[src/rtl/fetch_unit_pkg.sv]
// Shared types and constants for the instruction fetch stage.
package fetch_unit_pkg;

   localparam logic [31:0] NOP_INSTR    = 32'h0000_0013;
   localparam logic [31:0] RESET_VECTOR = 32'h0000_0000;

   typedef struct packed {
      logic        fault;
      logic [31:0] pc;
      logic [31:0] instr;
   } fetch_entry_t;

   localparam int ENTRY_W = $bits(fetch_entry_t);

   function automatic logic misaligned(input logic [31:0] addr);
      return addr[1:0] != 2'b00;
   endfunction

endpackage

[src/rtl/fetch_fifo.sv]
// Synchronous FIFO with flush; a flush with a simultaneous push leaves only the pushed entry.
module fetch_fifo #(
   parameter int             DEPTH   = 2,
   parameter int             W       = 65,
   parameter logic [W-1:0]   RST_VAL = '0,
   parameter int             CW      = $clog2(DEPTH) + 1
) (
   input  logic          clk,
   input  logic          rst,
   input  logic          push,
   input  logic [W-1:0]  push_data,
   input  logic          pop,
   input  logic          flush,
   output logic [W-1:0]  head,
   output logic [CW-1:0] count,
   output logic          full,
   output logic          empty
);

   localparam int AW = $clog2(DEPTH);

   logic [DEPTH-1:0][W-1:0] mem;
   logic [AW-1:0]           rptr, wptr;
   logic [CW-1:0]           cnt;
   logic                    pop_ok;

   assign pop_ok = pop && !empty;

   always_ff @(posedge clk or posedge rst) begin
      if (rst) begin
         mem  <= {DEPTH{RST_VAL}};
         rptr <= '0;
         wptr <= '0;
         cnt  <= '0;
      end else if (flush) begin
         rptr <= '0;
         wptr <= push ? AW'(1) : '0;
         cnt  <= push ? CW'(1) : '0;
         if (push) mem[0] <= push_data;
      end else begin
         if (push) mem[wptr] <= push_data;
         wptr <= wptr + AW'(push);
         rptr <= rptr + AW'(pop_ok);
         cnt  <= cnt + CW'(push) - CW'(pop_ok);
      end
   end

   assign head  = mem[rptr];
   assign count = cnt;
   assign full  = cnt == CW'(DEPTH);
   assign empty = cnt == '0;

endmodule

[src/rtl/fetch_unit.sv]
// Instruction fetch: owns the PC, issues credit-limited word requests, buffers responses
// and handles redirects by flushing the buffer and dropping stale in-flight responses.
module fetch_unit
   import fetch_unit_pkg::*;
#(
   parameter logic [31:0] RESET_PC   = RESET_VECTOR,
   parameter int          FIFO_DEPTH = 2
) (
   input  logic        clk,
   input  logic        rst,
   output logic        imem_req_valid,
   output logic [31:0] imem_req_addr,
   input  logic        imem_req_ready,
   input  logic        imem_resp_valid,
   input  logic [31:0] imem_resp_data,
   input  logic        redirect_valid,
   input  logic [31:0] redirect_pc,
   output logic        id_valid,
   input  logic        id_ready,
   output logic [31:0] id_instruction,
   output logic [31:0] id_pc,
   output logic        id_fault
);

   localparam int CW = $clog2(FIFO_DEPTH) + 1;

   typedef enum logic {FETCH, FAULT} state_e;

   state_e        state;
   logic          armed;
   logic [31:0]   fetch_pc, resp_pc;
   logic [CW-1:0] outstanding, drop_cnt, fifo_count;
   logic [CW:0]   credit_used;
   logic          fifo_full, fifo_empty;
   logic          req_fire, resp_keep, mis, push, pop;
   fetch_entry_t  push_entry, head;

   assign credit_used    = {1'b0, outstanding} + {1'b0, fifo_count};
   assign imem_req_valid = armed && state == FETCH && !redirect_valid &&
                           credit_used < (CW+1)'(FIFO_DEPTH);
   assign imem_req_addr  = fetch_pc;
   assign req_fire       = imem_req_valid && imem_req_ready;
   assign resp_keep      = imem_resp_valid && drop_cnt == '0 && !redirect_valid;
   assign mis            = misaligned(redirect_pc);
   assign pop            = id_valid && id_ready;
   assign push           = redirect_valid ? mis : resp_keep;

   always_comb begin
      push_entry = '{fault: 1'b0, pc: resp_pc, instr: imem_resp_data};
      if (redirect_valid)
         push_entry = '{fault: 1'b1, pc: redirect_pc, instr: NOP_INSTR};
   end

   fetch_fifo #(
      .DEPTH   (FIFO_DEPTH),
      .W       (ENTRY_W),
      .RST_VAL ({1'b0, RESET_PC, NOP_INSTR}),
      .CW      (CW)
   ) u_fifo (
      .clk       (clk),
      .rst       (rst),
      .push      (push),
      .push_data (push_entry),
      .pop       (pop),
      .flush     (redirect_valid),
      .head      (head),
      .count     (fifo_count),
      .full      (fifo_full),
      .empty     (fifo_empty)
   );

   assign id_valid       = !fifo_empty;
   assign id_instruction = head.instr;
   assign id_pc          = head.pc;
   assign id_fault       = head.fault;

   always_ff @(posedge clk or posedge rst) begin
      if (rst) begin
         state       <= FETCH;
         armed       <= 1'b0;
         fetch_pc    <= RESET_PC;
         resp_pc     <= RESET_PC;
         outstanding <= '0;
         drop_cnt    <= '0;
      end else begin
         armed       <= 1'b1;
         outstanding <= outstanding + CW'(req_fire) - CW'(imem_resp_valid);
         if (redirect_valid) begin
            state    <= mis ? FAULT : FETCH;
            fetch_pc <= redirect_pc;
            resp_pc  <= redirect_pc;
            // Every in-flight request is stale now; outstanding already counts pending drops.
            drop_cnt <= outstanding - CW'(imem_resp_valid);
         end else begin
            if (req_fire)  fetch_pc <= fetch_pc + 32'd4;
            if (resp_keep) resp_pc  <= resp_pc + 32'd4;
            if (imem_resp_valid && drop_cnt != '0) drop_cnt <= drop_cnt - 1'b1;
         end
      end
   end

   always @(posedge clk) begin
      if (!rst)
         assert (!(push && !redirect_valid && fifo_full && !pop))
            else $error("fetch_fifo overflow: push into full buffer");
   end

endmodule

[config.mk]
export PLATFORM = sky130hd
export DESIGN_NAME = fetch_unit
export DESIGN_NICKNAME = d
export VERILOG_FILES = /design/src/rtl/fetch_unit_pkg.sv /design/src/rtl/fetch_fifo.sv /design/src/rtl/fetch_unit.sv
export SDC_FILE = /design/constraint.sdc
export NUM_CORES = 1
export LEC_CHECK = 0
export BUFFER_PORTS_ARGS = -buffer_cell sky130_fd_sc_hd__buf_4
export CAP_MARGIN = 20
export CORE_MARGIN = 2
export CORE_UTILIZATION = 35
export DETAILED_ROUTE_END_ITERATION = 10
export GPL_TIMING_DRIVEN = 0
export SLEW_MARGIN = 10
export SYNTH_ARGS = -nofsm -noshare
export SYNTH_HDL_FRONTEND = slang
export SYNTH_SLANG_ARGS = --single-unit
[constraint.sdc]
create_clock -name clk -period 16.3 [get_ports clk]
set_input_delay 0.815 -clock clk [delete_from_list [all_inputs] [get_ports clk]]
set_output_delay 0.815 -clock clk [all_outputs]
set_load 0.01 [all_outputs]
# Yosys cells after proc, flatten, opt, wreduce, memory -nomap -nowiden
# Cells that the tools add are included.
classes:
  addsub: 11
  n_lt_le_gt_ge: 4
  mux: 22
  bitwise_logic: 2
  n_reduce_logical: 20
op_table:
  columns: ["op", "n"]
  rows:
  - ["two-way mux 65 bit", 7]
  - ["bitwise mux 130 bit", 1]
  - ["two-way mux 32 bit", 4]
  - ["demux 65 bit (select 1 bit)", 1]
  - ["adder 32 x 3 -> 32 bit, second input constant", 2]
  - ["logical AND 1 bit", 10]
  - ["nonzero test 2 bit", 5]
  - ["two-way mux 1 bit", 6]
  - ["two-way mux 2 bit", 3]
  - ["subtractor 2 x 1 -> 2 bit", 3]
  - ["adder 2 x 1 -> 2 bit", 2]
  - ["logical NOT 2 bit", 2]
  - ["< comparator 1 x 2 -> 1 bit, second input constant", 2]
  - ["adder 2 x 2 -> 3 bit", 1]
  - ["< comparator 3 x 2 -> 1 bit, second input constant", 1]
  - ["adder 1 bit", 2]
  - ["logical NOT 1 bit", 2]
  - ["NOT 1 bit", 2]
  - ["AND reduction 2 bit", 1]
  - ["subtractor 2 x 1 -> 2 bit, second input constant", 1]
  - ["greater-or-equal comparator 1 bit, second input constant", 1]
word_totals:
  register_bits: 204
  input_bits: 70
  output_inout_bits: 99

# Longest topological paths before layout
depth:
  word_depth: 7
  mapped_depth: 12
  ltp_nobuf: 10

# By module
# From an unflattened synthesis, not the netlist that was laid out.
hier_totals:
  hier_cells: 889
  area_unflattened_um2: 10664.0
by_module_without_submodules:
  columns: ["mod", "instances", "cells_each", "area_per_inst_um2", "seq_area_each_um2"]
  rows:
  - ["fetch_fifo", 1, 369, 6298.5, 3360.7]
  - ["fetch_unit", 1, 520, 4365.4, 1751.7]

# Worst setup path after synthesis
# Ideal clock, no wire load.
synth_path:
  path_kind: "reg2reg"
  startpoint: "register outstanding[0]"
  endpoint: "register outstanding[1]"
  arrival_ns: 2.482
  t_required_ns: 16.177
  setup_slack_ns: 13.695
  path_stages_with_launch: 13
  path_buffers: 2
  period_less_slack_ns: 2.605
  path_cell_list: "dfrtp_1 -> inv_1 -> nor2_1 -> fa_1 -> nor4bb_1 -> buf_2 -> nand2_1 -> clkbuf_1 -> ha_1 -> inv_1 -> ha_1 -> xnor2_1 -> xnor2_1"
synth_between:
  elab_chain_cells: 6
synth_rtl:
  columns: ["element", "line_no", "text"]
  rows:
  - ["start: declaration", "fetch_unit.sv:32", "logic [CW-1:0] outstanding, drop_cnt, fifo_count;"]
  - ["start signal: assignment", "fetch_unit.sv:87", "outstanding <= outstanding + CW'(req_fire) - CW'(imem_resp_valid);"]
  - ["adder 2 x 2 -> 3 bit", "fetch_unit.sv:38", "assign credit_used = {1'b0, outstanding} + {1'b0, fifo_count};"]
  - ["< comparator 3 x 2 -> 1 bit", "fetch_unit.sv:40", "credit_used < (CW+1)'(FIFO_DEPTH);"]
  - ["logical AND 1 bit", "fetch_unit.sv:39", "assign imem_req_valid = armed && state == FETCH && !redirect_valid &&"]
  - ["logical AND 1 bit", "fetch_unit.sv:42", "assign req_fire = imem_req_valid && imem_req_ready;"]
  - ["adder 2 x 1 -> 2 bit *", "fetch_unit.sv:87", null]
  - ["subtractor 2 x 1 -> 2 bit *", "fetch_unit.sv:87", null]
# Every way passes the cells marked *; elsewhere a longest branch is shown, timed or not.
# A chain may end at the register's enable or synchronous reset.

# Worst setup path after layout
layout_path:
  startpoint: "register u_fifo.rptr"
  endpoint: "output port id_pc[19]"
layout_between:
  elab_chain_cells: 2
layout_rtl:
  columns: ["element", "line_no", "text"]
  rows:
  - ["start: declaration", "fetch_fifo.sv:23", "logic [AW-1:0] rptr, wptr;"]
  - ["start signal: assignment", "fetch_fifo.sv:43", "rptr <= rptr + AW'(pop_ok);"]
  - ["two-way mux 65 bit (not written as such) (2 in series)", "fetch_fifo.sv:48", "assign head = mem[rptr];"]
  - ["end: declaration", "fetch_unit.sv:21", "output logic [31:0] id_pc,"]
# No other way between the ends. The select of a mux whose other input is x is not followed.

==> impl_metrics.json <==
{
  "status": "finished, final reports clean",
  "max_freq_ghz": 0.298,
  "r2r-start": "outstanding[0]",
  "setup_ws_ns": 12.94,
  "critPathLaunchType": "flop",
  "dr_wl_met2_mm": 13.9,
  "setup_viol": 0,
  "detail_route.iter0.violations": 616,
  "seqCellArea_um2": 5110,
  "reg2reg_depth": 12,
  "drv_cap": 0,
  "drc": 0,
  "stdcell_area_um2": 12900,
  "synth.avg_cell_area_um2": 10.7,
  "highest_layer": "met4",
  "cts_tree": "yes",
  "slew_viol_final": 0,
  "yosys-top-cells-area": "dfrtp_1 48%, mux2_2 14%, nand2_1 2.9%",
  "postRouteAntennaNets": 0,
  "std_cell_rows": 62,
  "yosys_most_used_dff": "dfrtp_1",
  "critical_path.endpoint_type": "primary output",
  "synth_warnings": 0,
  "cts_buffer_depth": 3,
  "synth_largest_area_cell": "dfrtp_1",
  "rsz0062_at_grt": "false",
  "core_um2": 28800,
  "max-vdd-ir-drop_mv": 0.0706,
  "drtPass1Iterations": 5,
  "wirelength_met1_mm": 14.8,
  "cts-root-buf": "clkbuf_16",
  "cts_resized": 0,
  "final.setup.tns_ns": 0,
  "routed_wl_mm": 31.6,
  "vias_per_cell": 5.44,
  "fp.dieW_um": 175,
  "finalNetCount": 1227,
  "cp_data_arrival_time_ns": 2.54,
  "grt_util_all_layers_pct": 20.3,
  "tightest_slew_ns": 0.758,
  "grt-ovfl-total": 0,
  "antenna_found_initial": 1,
  "htree_levels": 1,
  "final_cell_mix": "198 x dfrtp_1, 167 x buf_4, 131 x mux2_2",
  "fin_skew_ns": 0.0157,
  "vias": 8437,
  "ios": 169,
  "multiInputGateArea_um2": 4770,
  "slew_headroom_pct": 49.5,
  "crit_type": "reg -> out",
  "regToRegSetupSlack_ns": 13.27,
  "initial_core_util_pct": 35.5,
  "dpl_cell_area_um2": 12000,
  "synth_edf_count": 0,
  "wl_met3_mm": 1.88,
  "powerDensity_nw_per_um2": 146,
  "syn_nets": 1031,
  "layout_commonest_cell": "dfrtp_1",
  "path_clk_slew_ns": 0.06,
  "clkLatencyLatePin_ns": 0.52,
  "cp.required_ns": 15.49,
  "hold_class": "in -> async",
  "area.growth.synth_to_final_pct": 26.3,
  "port_buffers": 167,
  "r2r_end": "outstanding[1]",
  "syn_area_um2": 10200,
  "synthCells": 952,
  "grt_pass1_vias": 8505,
  "wl_per_cell_um": 20.4,
  "die_height_um": 175,
  "cts_hold_buf": 0,
  "p_leak_nw": 5.64,
  "diodes": 0,
  "grt_max_degree": 113,
  "async_reset_ff_share_pct": 100,
  "routabilityCongestion": 0.901,
  "dieArea_um2": 30600,
  "synth-seq-cells": 204,
  "synth.distinct_cells": 58,
  "cts-buffers-inserted": 24,
  "cts_setup_buffers": 0,
  "synth_top_area_share_pct": 48.4,
  "fillCellCount": 2739,
  "path_max_fanout": 10,
  "cts.sinks": 204,
  "pre_cts_ws_ns": 12.74,
  "fin_crit_sh_pct": 20.6,
  "ys_seq_area_share_pct": 50.0,
  "grt_pass1_wl_mm": 49.2,
  "period_minus_slack_ns": 3.36,
  "hold_violations": 0,
  "dp_hpwl_mm": 23.0,
  "drive_above_1_share_pct": 31.0
}
-- metrics by stage --
stage | power (mW) | hold WS [ns] | utilization [%] | cells
2_1_floorplan | 1.07 | 0.443 | - | 952
3_5_place_dp | 1.30 | 0.464 | 41.8 | 1505
5_1_grt | 1.99 | 0.496 | 44.9 | 1550
4_1_cts | 1.90 | 0.474 | 44.9 | 1549
6_report | 1.88 | 0.457 | 44.9 | 1550
3_3_place_gp | 1.29 | 0.455 | 41.6 | 1503
-- critical path: stages, from the launching register on --
cell	delay, ns
dfrtp_1	0.36
clkbuf_1	0.53
clkbuf_1	0.54
mux2_2	0.45
buf_4	0.16
-- cells by family after synthesis --
kind of cell / after synthesis / share of synthesized area (%)
adders and majority gates: 9 / 1.17
xor gates and xnor gates: 24 / 2.05
muxes: 134 / 14.7
buffers and inverters: 88 / 3.36
and+or+nand+nor: 294 / 15.7
other: 1 / 0.0367
DFF: 204 / 50.0
AOI/OAI and AO/OA: 198 / 13.0
-- per-layer routing --
metal,vias to the layer above,GRT usage [%]
met5,-,0
met4,0,7.29
met3,50,3.05
met2,303,31.1
met1,4174,29.1
li1,3910,-
-- final cells by class --
| cell class | instances | share of cell area (%) |
|---|---|---|
| flip-flops and latches | 204 | 39.6 |
| clock inverters | 10 | 1.44 |
| plain buffers | 68 | 2.08 |
| inverters | 20 | 0.639 |
| multi-input cells | 660 | 36.9 |
| clock buffers | 34 | 5.40 |
| repair buffers | 170 | 10.2 |
| well taps | 384 | 3.72 |
-- state kept, by name, summed over array words and instances, names as in the netlist --
signal / count
u_fifo.rptr: 1
u_fifo.mem: 130
resp_pc: 32
u_fifo.count: 2
armed: 1
imem_req_addr: 32
outstanding: 2
state: 1
drop_cnt: 2
u_fifo.wptr: 1
-- cells in the mapped netlist (3+ instances only) --
cell type  instances
a211oi_1           6
o21ai_0           50
clkbuf_1          57
or4_1             17
nor4_1            13
and4_1            12
and2_1             9
a311oi_1           8
o311a_1            3
mux2i_1            3
nand3_1           23
buf_2              5
ha_1               8
nand2_1           78
nor4b_1            3
xor2_1             6
dfstp_2            6
nand3b_1           3
a21oi_1           28
a22oi_1           16
and3_1            22
xnor2_1           18
a31oi_1           20
o211ai_1           3
nand2b_1           8
o31ai_1           16
buf_1              5
inv_1             20
nor3_1            17
nor2_1            46
a22o_1            31
nand4_1           18
dfrtp_1          198
o22a_1             3
a21boi_0           7
or3_1              6
nor2b_1            5
mux2_2           131
-- worst max-delay path by stage --
stage	from	end	slack, ns	depth (start not counted)
6_report	u_fifo.rptr	id_pc[19]	12.94	4
3_5_place_dp	redirect_valid	u_fifo.count[0]	12.74	9
5_1_grt	u_fifo.rptr	id_pc[19]	12.77	4
4_1_cts	u_fifo.rptr	id_pc[19]	12.89	4
3_3_place_gp	rst	imem_req_addr[3]	7.19	2
2_1_floorplan	rst	armed	9.93	1
-- power by group --
part | internal (mW) | leakage [nW] | switching, mW | total [mW]
Clock | 0.377 | 0.437 | 0.216 | 0.594
Combinational | 0.293 | 2.73 | 0.271 | 0.564
Sequential | 0.640 | 2.48 | 0.0847 | 0.725
Total | 1.31 | 5.64 | 0.572 | 1.88
(Power assumes the default switching activity.)
